===== src/rtl/fighter_sprite_anim.sv =====
// fighter_sprite_anim: animated sprite-sheet renderer with 3-cycle pixel latency; define SPRITE_FLIP_EN for horizontal mirroring
module fighter_sprite_anim #(
  parameter int SPRITE_W        = 105,
  parameter int SPRITE_H        = 180,
  parameter int FRAMES          = 4,
  parameter int ADDR_W          = 17,
  parameter int IDX_W           = 5,
  parameter int TRANSPARENT_IDX = 0,
  parameter int HOLD            = 4,
  localparam int FW             = $clog2(FRAMES)
) (
  input  logic              vga_clk,
  input  logic              reset_n,
  input  logic [9:0]        DrawX,
  input  logic [9:0]        DrawY,
  input  logic [9:0]        PosX,
  input  logic [9:0]        PosY,
  input  logic              blank,
  input  logic              facing_left,
  input  logic              frame_tick,
  input  logic              anim_start,
  input  logic [FW-1:0]     anim_first,
  input  logic [FW:0]       anim_count,
  input  logic              anim_loop,
  output logic [ADDR_W-1:0] rom_addr,
  input  logic [IDX_W-1:0]  rom_q,
  input  logic [3:0]        pal_red,
  input  logic [3:0]        pal_green,
  input  logic [3:0]        pal_blue,
  output logic [3:0]        red,
  output logic [3:0]        green,
  output logic [3:0]        blue,
  output logic              sprite_on,
  output logic              anim_done,
  output logic [FW-1:0]     frame_idx
);
  localparam int HW = HOLD > 1 ? $clog2(HOLD) : 1;
  localparam logic [31:0] FRAME_SZ = 32'(SPRITE_W * SPRITE_H);
  localparam logic [31:0] ROW_SZ   = 32'(SPRITE_W);
  typedef enum logic {S_IDLE, S_PLAY} state_t;
  state_t            r_state;
  logic [HW-1:0]     r_hold_cnt;
  logic [FW-1:0]     r_frame_idx, r_first;
  logic [FW:0]       r_count, r_pos;
  logic              r_loop, r_anim_done;
  logic [ADDR_W-1:0] r_rom_addr;
  logic              r_hit1, r_blank1, r_hit2, r_blank2, r_sprite_on;
  logic [3:0]        r_red, r_green, r_blue;
  logic [10:0]       w_dx, w_dy, w_px, w_py;
  logic              w_hit, w_last, w_opaque;
  logic [9:0]        w_dcol, w_col, w_row;
  logic [FW-1:0]     w_next_frame;
  logic [ADDR_W-1:0] w_addr;
  assign w_dx   = {1'b0, DrawX};
  assign w_dy   = {1'b0, DrawY};
  assign w_px   = {1'b0, PosX};
  assign w_py   = {1'b0, PosY};
  assign w_hit  = (w_dx >= w_px) && (w_dx < w_px + 11'(SPRITE_W)) &&
                  (w_dy >= w_py) && (w_dy < w_py + 11'(SPRITE_H));
  assign w_dcol = DrawX - PosX;
  assign w_row  = DrawY - PosY;
`ifdef SPRITE_FLIP_EN
  assign w_col  = facing_left ? 10'(SPRITE_W - 1) - w_dcol : w_dcol;
`else
  logic w_unused_facing;
  assign w_unused_facing = facing_left;
  assign w_col  = w_dcol;
`endif
  assign w_addr = w_hit ? ADDR_W'(32'(r_frame_idx) * FRAME_SZ + 32'(w_row) * ROW_SZ + 32'(w_col)) : '0;
  assign w_opaque = r_hit2 && r_blank2 && (rom_q != IDX_W'(TRANSPARENT_IDX));
  // r_pos counts frames played, so wrap past FRAMES-1 never confuses the end test
  assign w_last       = r_pos == r_count - 1'b1;
  assign w_next_frame = (r_frame_idx == FW'(FRAMES - 1)) ? '0 : r_frame_idx + 1'b1;
  always_ff @(posedge vga_clk or negedge reset_n) begin
    if (!reset_n) begin
      r_state     <= S_IDLE;
      r_hold_cnt  <= '0;
      r_frame_idx <= '0;
      r_first     <= '0;
      r_count     <= '0;
      r_pos       <= '0;
      r_loop      <= 1'b0;
      r_anim_done <= 1'b0;
    end else begin
      r_anim_done <= 1'b0;
      if (anim_start) begin
        r_first     <= anim_first;
        r_count     <= (anim_count == '0) ? (FW+1)'(1) : anim_count;
        r_loop      <= anim_loop;
        r_frame_idx <= anim_first;
        r_hold_cnt  <= '0;
        r_pos       <= '0;
        r_state     <= S_PLAY;
      end else if (r_state == S_PLAY && frame_tick) begin
        if (r_hold_cnt != HW'(HOLD - 1)) begin
          r_hold_cnt <= r_hold_cnt + 1'b1;
        end else begin
          r_hold_cnt <= '0;
          if (!w_last) begin
            r_frame_idx <= w_next_frame;
            r_pos       <= r_pos + 1'b1;
          end else if (r_loop) begin
            r_frame_idx <= r_first;
            r_pos       <= '0;
          end else begin
            r_anim_done <= 1'b1;
            r_state     <= S_IDLE;
          end
        end
      end
    end
  end
  always_ff @(posedge vga_clk or negedge reset_n) begin
    if (!reset_n) begin
      r_rom_addr  <= '0;
      r_hit1      <= 1'b0;
      r_blank1    <= 1'b0;
      r_hit2      <= 1'b0;
      r_blank2    <= 1'b0;
      r_sprite_on <= 1'b0;
      r_red       <= '0;
      r_green     <= '0;
      r_blue      <= '0;
    end else begin
      r_rom_addr  <= w_addr;
      r_hit1      <= w_hit;
      r_blank1    <= blank;
      r_hit2      <= r_hit1;
      r_blank2    <= r_blank1;
      r_sprite_on <= w_opaque;
      r_red       <= w_opaque ? pal_red : 4'h0;
      r_green     <= w_opaque ? pal_green : 4'h0;
      r_blue      <= w_opaque ? pal_blue : 4'h0;
    end
  end
  assign rom_addr  = r_rom_addr;
  assign red       = r_red;
  assign green     = r_green;
  assign blue      = r_blue;
  assign sprite_on = r_sprite_on;
  assign anim_done = r_anim_done;
  assign frame_idx = r_frame_idx;
endmodule


===== config.mk =====
export PLATFORM = sky130hd
export DESIGN_NAME = fighter_sprite_anim
export DESIGN_NICKNAME = d
export VERILOG_FILES = /design/src/rtl/fighter_sprite_anim.sv
export SDC_FILE = /design/constraint.sdc
export NUM_CORES = 1
export LEC_CHECK = 0
export ABC_AREA = 0
export ABC_CLOCK_PERIOD_IN_PS = 3900
export CAP_MARGIN = 0
export CORE_MARGIN = 2
export CORE_UTILIZATION = 49
export DETAILED_ROUTE_END_ITERATION = 12
export PLACE_DENSITY = 0.77
export SYNTH_ARGS = -nofsm -noshare
export SYNTH_HDL_FRONTEND = slang
export SYNTH_SLANG_ARGS = --single-unit

===== constraint.sdc =====
create_clock -name vga_clk -period 3.9 [get_ports vga_clk]
set_input_delay 0.78 -clock vga_clk [delete_from_list [all_inputs] [get_ports vga_clk]]
set_output_delay 0.78 -clock vga_clk [all_outputs]
set_load 0.01 [all_outputs]

Yosys cells after proc, flatten, opt, wreduce, memory -nomap -nowiden --
Index checks and enable logic that the tools add are counted.
Cells by class: $add $sub $neg 10, eq/ne operators 6, $lt $le $gt $ge 4, multiply operators 2, reductions and logical operators 12, multiplexer cells 29
Operator list (number):
- < comparator 10 x 11 -> 1 bit | 2
- greater-or-equal comparator 10 bit | 2
- subtractor 10 bit | 2
- 2-to-1 mux 2 bit | 9
- 2-to-1 mux 3 bit | 6
- adder 17 x 10 -> 17 bit | 1
- adder 17 bit | 1
- multiplier 10 x 7 -> 17 bit (second input constant) | 1
- 2-to-1 mux 17 bit | 1
- multiplier 2 x 13 -> 15 bit (second input constant) | 1
- 2-to-1 mux 4 bit | 3
- adder 10 x 7 -> 11 bit (second input constant) | 1
- adder 10 x 8 -> 11 bit (second input constant) | 1
- 2-to-1 mux 1 bit | 10
- logical AND 1 bit | 6
- inequality test 2 bit (second input constant) | 3
- nonzero test 5 bit | 1
- adder 2 x 1 -> 2 bit (second input constant) | 2
- AND reduction 4 bit | 1
- nonzero test 2 bit | 2
- adder 3 x 1 -> 3 bit (second input constant) | 1
- == test 3 bit | 1
- zero test 3 bit | 1
- inequality test 3 bit (second input constant) | 1
- other kinds (3) | 3
Storage, ports and cells: bits in registers 49, output and inout port bits 33, logic and storage cells 80

Longest topological paths before layout --
depth after elaboration 6, mapped depth 24, mapped depth without buffers 24

Worst setup path after synthesis --
OpenSTA, ideal clock, no wires.
kind input -> register, start input port DrawY[0], end register r_rom_addr[16], in the netlist rom_addr[16], setup time 0.121 ns, data arrival time 5.619 ns, setup slack -1.841 ns, stages 24, path through inv_1 -> ha_1 -> inv_1 -> fa_1 -> a21o_2 -> a21oi_4 -> o21bai_1 -> a21oi_1 -> xor2_1 -> inv_1 -> ha_1 -> fa_1 -> fa_1 -> inv_1 -> fa_1 -> inv_1 -> ha_1 -> a21oi_1 -> o21ai_1 -> a21o_1 -> a31oi_1 -> o311ai_2 -> xnor2_1 -> nor2_1
Between the ends: word-level cells in the longest chain between the ends 5, elaborated cells between the ends (all ways) 9, those cells by class 3 x add/sub; 1 x mul; 2 x order compare; 1 x mux; 2 x reduce/logical
RTL lines:
- start: declaration | line 15 | input logic [9:0] DrawY,
- subtractor 10 bit | line 61 | assign w_row = DrawY - PosY;
- multiplier 10 x 7 -> 17 bit | line 69 | assign w_addr = w_hit ? ADDR_W'(32'(r_frame_idx) * FRAME_SZ + 32'(w_row) * ROW_SZ + 32'(w_col)) : '0;
- adder 17 bit | line 69
- adder 17 x 10 -> 17 bit | line 69
- 2-to-1 mux 17 bit * | line 69
- via w_addr[16] | line 53 | logic [ADDR_W-1:0] w_addr;
- end signal: assignment | line 125 | r_rom_addr <= w_addr;
- end: declaration | line 46 | logic [ADDR_W-1:0] r_rom_addr;
The timed path passes the listed nets; every way through them passes the cells marked *. A chain may end at the register's enable or synchronous reset.

Worst setup path in the final report --
start input port PosY[7], end register r_rom_addr[16], in the netlist rom_addr[16]
Between the ends: word-level cells in the longest chain between the ends 5, elaborated cells between the ends (all ways) 10, those cells by class 4 x add/sub; 1 x mul; 2 x order compare; 1 x mux; 2 x reduce/logical
RTL lines:
- start: declaration | line 17 | input logic [9:0] PosY,
- subtractor 10 bit | line 61
- multiplier 10 x 7 -> 17 bit | line 69
- adder 17 bit | line 69
- adder 17 x 10 -> 17 bit | line 69
- 2-to-1 mux 17 bit * | line 69
- via w_addr[16] | line 53
Marked as above.

==> impl_metrics.json <==
{
  "synth_area_um2": 5355,
  "setup-violations-final": 13,
  "relSlewSlack": 0.3172,
  "final_cell_mix": "141 x buf_4, 82 x inv_1, 75 x clkdlybuf4s50_1, 65 x ha_1, 49 x dfrtp_1",
  "coreArea_um2": 10750,
  "htree_num_levels": 2,
  "io_buffer_count": 100,
  "drtAntennaViolNets": 0,
  "vdd_ir_drop_max_mv": 0.9388,
  "violations": "setup timing",
  "synthFlopType": "dfrtp_1",
  "wirelength_um": 15430,
  "synth_seq_cells": 49,
  "yosysSeqAreaShare": 0.2290,
  "endpoint_kind": "flop",
  "maxCapViolations": 0,
  "dp_cells": 947,
  "die_x_um": 108.5,
  "nFillCells": 662,
  "ios": 102,
  "p_leak_nw": 4.130,
  "synth_fp_nets": 779,
  "grt_pass1_wl_um": 23650,
  "rsz0062_at_grt": "yes",
  "final_area_um2": 8376,
  "stdcell_count": 972,
  "synthDistinctLibCells": 56,
  "via_count": 5119,
  "drive_gt1_frac": 0.3462,
  "power.total_w": 0.008745,
  "status": "complete, but fails checks",
  "wl_per_cell_um": 15.87,
  "async_flop_share": 1.000,
  "ctsHoldBuffers": 0,
  "antenna_found_initial": 0,
  "syn_inst": 582,
  "cts_tree": "done",
  "clk_path_buf_depth": 2,
  "drt_first_iter_violations": 236,
  "synth-edff-count": 0,
  "rows": 38,
  "dp_hpwl_um": 10900,
  "synth_area_leader_cell": "dfrtp_1",
  "drt-pass1-iter-count": 7,
  "die_y_um": 108.5,
  "cts_root_buffer": "clkbuf_8",
  "dpl_cell_area_um2": 7612,
  "nNetsFinal": 1028,
  "via_per_inst": 5.266,
  "clk_pin_slew_ps": 100,
  "clock_skew_ps": 14.23,
  "cts_buffers": 5,
  "layout_commonest_cell": "buf_4",
  "start_util": 0.4984,
  "crit_fanout": 2,
  "netlist.area_leader.share": 0.2290,
  "arrival_ps": 5540,
  "critPathLaunchType": "input pin",
  "powerDensity_nw_per_um2": 1044,
  "worst_slew_pin_slew_ps": 1024,
  "worstSetupPathType": "input pin to flop",
  "clock-sinks": 49,
  "area_growth_syn_to_layout_pct": 56.40,
  "diodes": 0,
  "hold_viol_final": 0,
  "synthTopCellsByArea": "dfrtp_1 23%, ha_1 22%, fa_1 12%, inv_1 7.4%, xnor2_1 3.4%",
  "hp-class": "flop to flop",
  "fin_crit_sh": 1.369,
  "drc_errors": 0,
  "grt_pass1_vias": 5381,
  "die_area_um2": 11780,
  "yosys_warnings": 0,
  "grt-ovfl-total": 0,
  "grt_max_degree": 50,
  "fin_crit_ps": 5338,
  "fmax_mhz": 187.3,
  "clk_latency_ps": 310,
  "fin_util": 0.7795,
  "finalMaxSlewViolations": 0,
  "crit_required_ps": 4100,
  "grt_usage": 0.2537,
  "setup_ws_ps": -1438,
  "place_congestion": 0.9026,
  "avgSynthCellArea_um2": 9.201
}
[synth_stat cells, types with 2 or more instances]
cell / n
and2_1: 14
xnor2_1: 21
nor3_1: 10
o2111ai_1: 3
ha_1: 96
nand4_1: 3
o21bai_1: 2
o21ai_1: 8
o21ai_0: 17
and3_1: 3
a211oi_1: 3
a2111o_1: 2
nor2b_1: 5
inv_1: 106
fa_1: 32
mux2i_1: 4
nand2_1: 24
dfrtp_1: 49
a21oi_2: 3
clkbuf_1: 3
mux2_2: 3
nand3_1: 9
xor2_1: 20
o211ai_2: 2
nand2b_1: 8
a21o_1: 15
a21oi_1: 33
or3_1: 2
o21a_1: 5
a21oi_4: 2
o31ai_1: 3
nor2_1: 48
[state kept, by name, summed over array words and instances, names as in the netlist, 2 cells and up]
register,cells
r_first,2
r_count,3
frame_idx,2
red,4
green,4
r_hold_cnt,2
rom_addr,17
r_pos,3
blue,4
[layer usage]
layer  wire length (um)  GRT usage
met1               5784     0.2659
met2               8450     0.5174
met5                  0          0
met3                695    0.02893
met4                494    0.07692
[path summary, 6_finish.rpt]
check                           slack (ps)                      to  cells past startpoint                     start
min in group asynchronous              640        red[2]$_DFF_PN0_                      1                   reset_n
worst max register to register        -240  rom_addr[16]$_DFF_PN0_                     16  frame_idx[0]$_DFFE_PN0P_
max in group asynchronous             2620       blue[3]$_DFF_PN0_                      1                   reset_n
worst min register to register         360        r_hit2$_DFF_PN0_                      0          r_hit1$_DFF_PN0_
worst min-delay path                   360        r_hit2$_DFF_PN0_                      0          r_hit1$_DFF_PN0_
worst max-delay path                 -1440  rom_addr[16]$_DFF_PN0_                     24                   PosY[7]
[critical path, stage by stage]
cell and delay [ps]:
clkdlybuf4s50_1 480, inv_1 80, ha_4 220, and3_4 180, and3_1 210, a21oi_4 140
a21o_1 170, nand2_2 90, xor2_2 200, ha_4 180, a21o_1 160, ha_1 310
fa_1 500, inv_1 60, fa_1 500, inv_2 60, ha_4 170, a21oi_4 180
o21ai_2 90, a21o_1 190, a31oi_4 210, o311ai_4 100, xnor2_1 200, nor2_1 70
[through the flow]
| step | setup WS [ps] | hold WS [ps] | setup TNS, ps |
|---|---|---|---|
| global route | -1636 | 371.5 | -16890 |
| detailed placement | -2319 | 342.7 | -26330 |
| floorplan | -1365 | 331.2 | -12950 |
| finish | -1438 | 359.9 | -14740 |
| global placement | -2143 | 331.8 | -24450 |
| CTS | -1360 | 361.7 | -14210 |
[cell type report]
cell class | count | area, um^2 | area share
clock buffer | 6 | 82.58 | 0.009860
timing repair buffer | 246 | 2085 | 0.2489
inverter | 107 | 416.7 | 0.04975
multi-input combinational | 422 | 4374 | 0.5223
tap | 140 | 175.2 | 0.02091
clock inverter | 2 | 16.27 | 0.001942
sequential | 49 | 1226 | 0.1464
[timing repair]
item	4_1_cts	5_1_grt
setup endpoints to repair	14	13
gates cloned	0	0
pin swaps	75	46
setup buffers	14	7
resized for setup	129	30
[kinds of logic after synthesis]
logic type / count (synthesis) / synth area share
simple gates: 135 / 0.1257
fa+ha+maj: 128 / 0.3439
buf+inv: 111 / 0.07920
compound gates: 110 / 0.1383
flops: 49 / 0.2290
xor+xnor: 42 / 0.07010
mux: 7 / 0.01378
[power breakdown]
part	total [W]	switching [W]	internal [W]
combinational	0.00785	0.00390	0.00395
clock	0.000318	0.000172	0.000146
sequential	0.000580	0.0000178	0.000562
(Power assumes the default switching activity.)
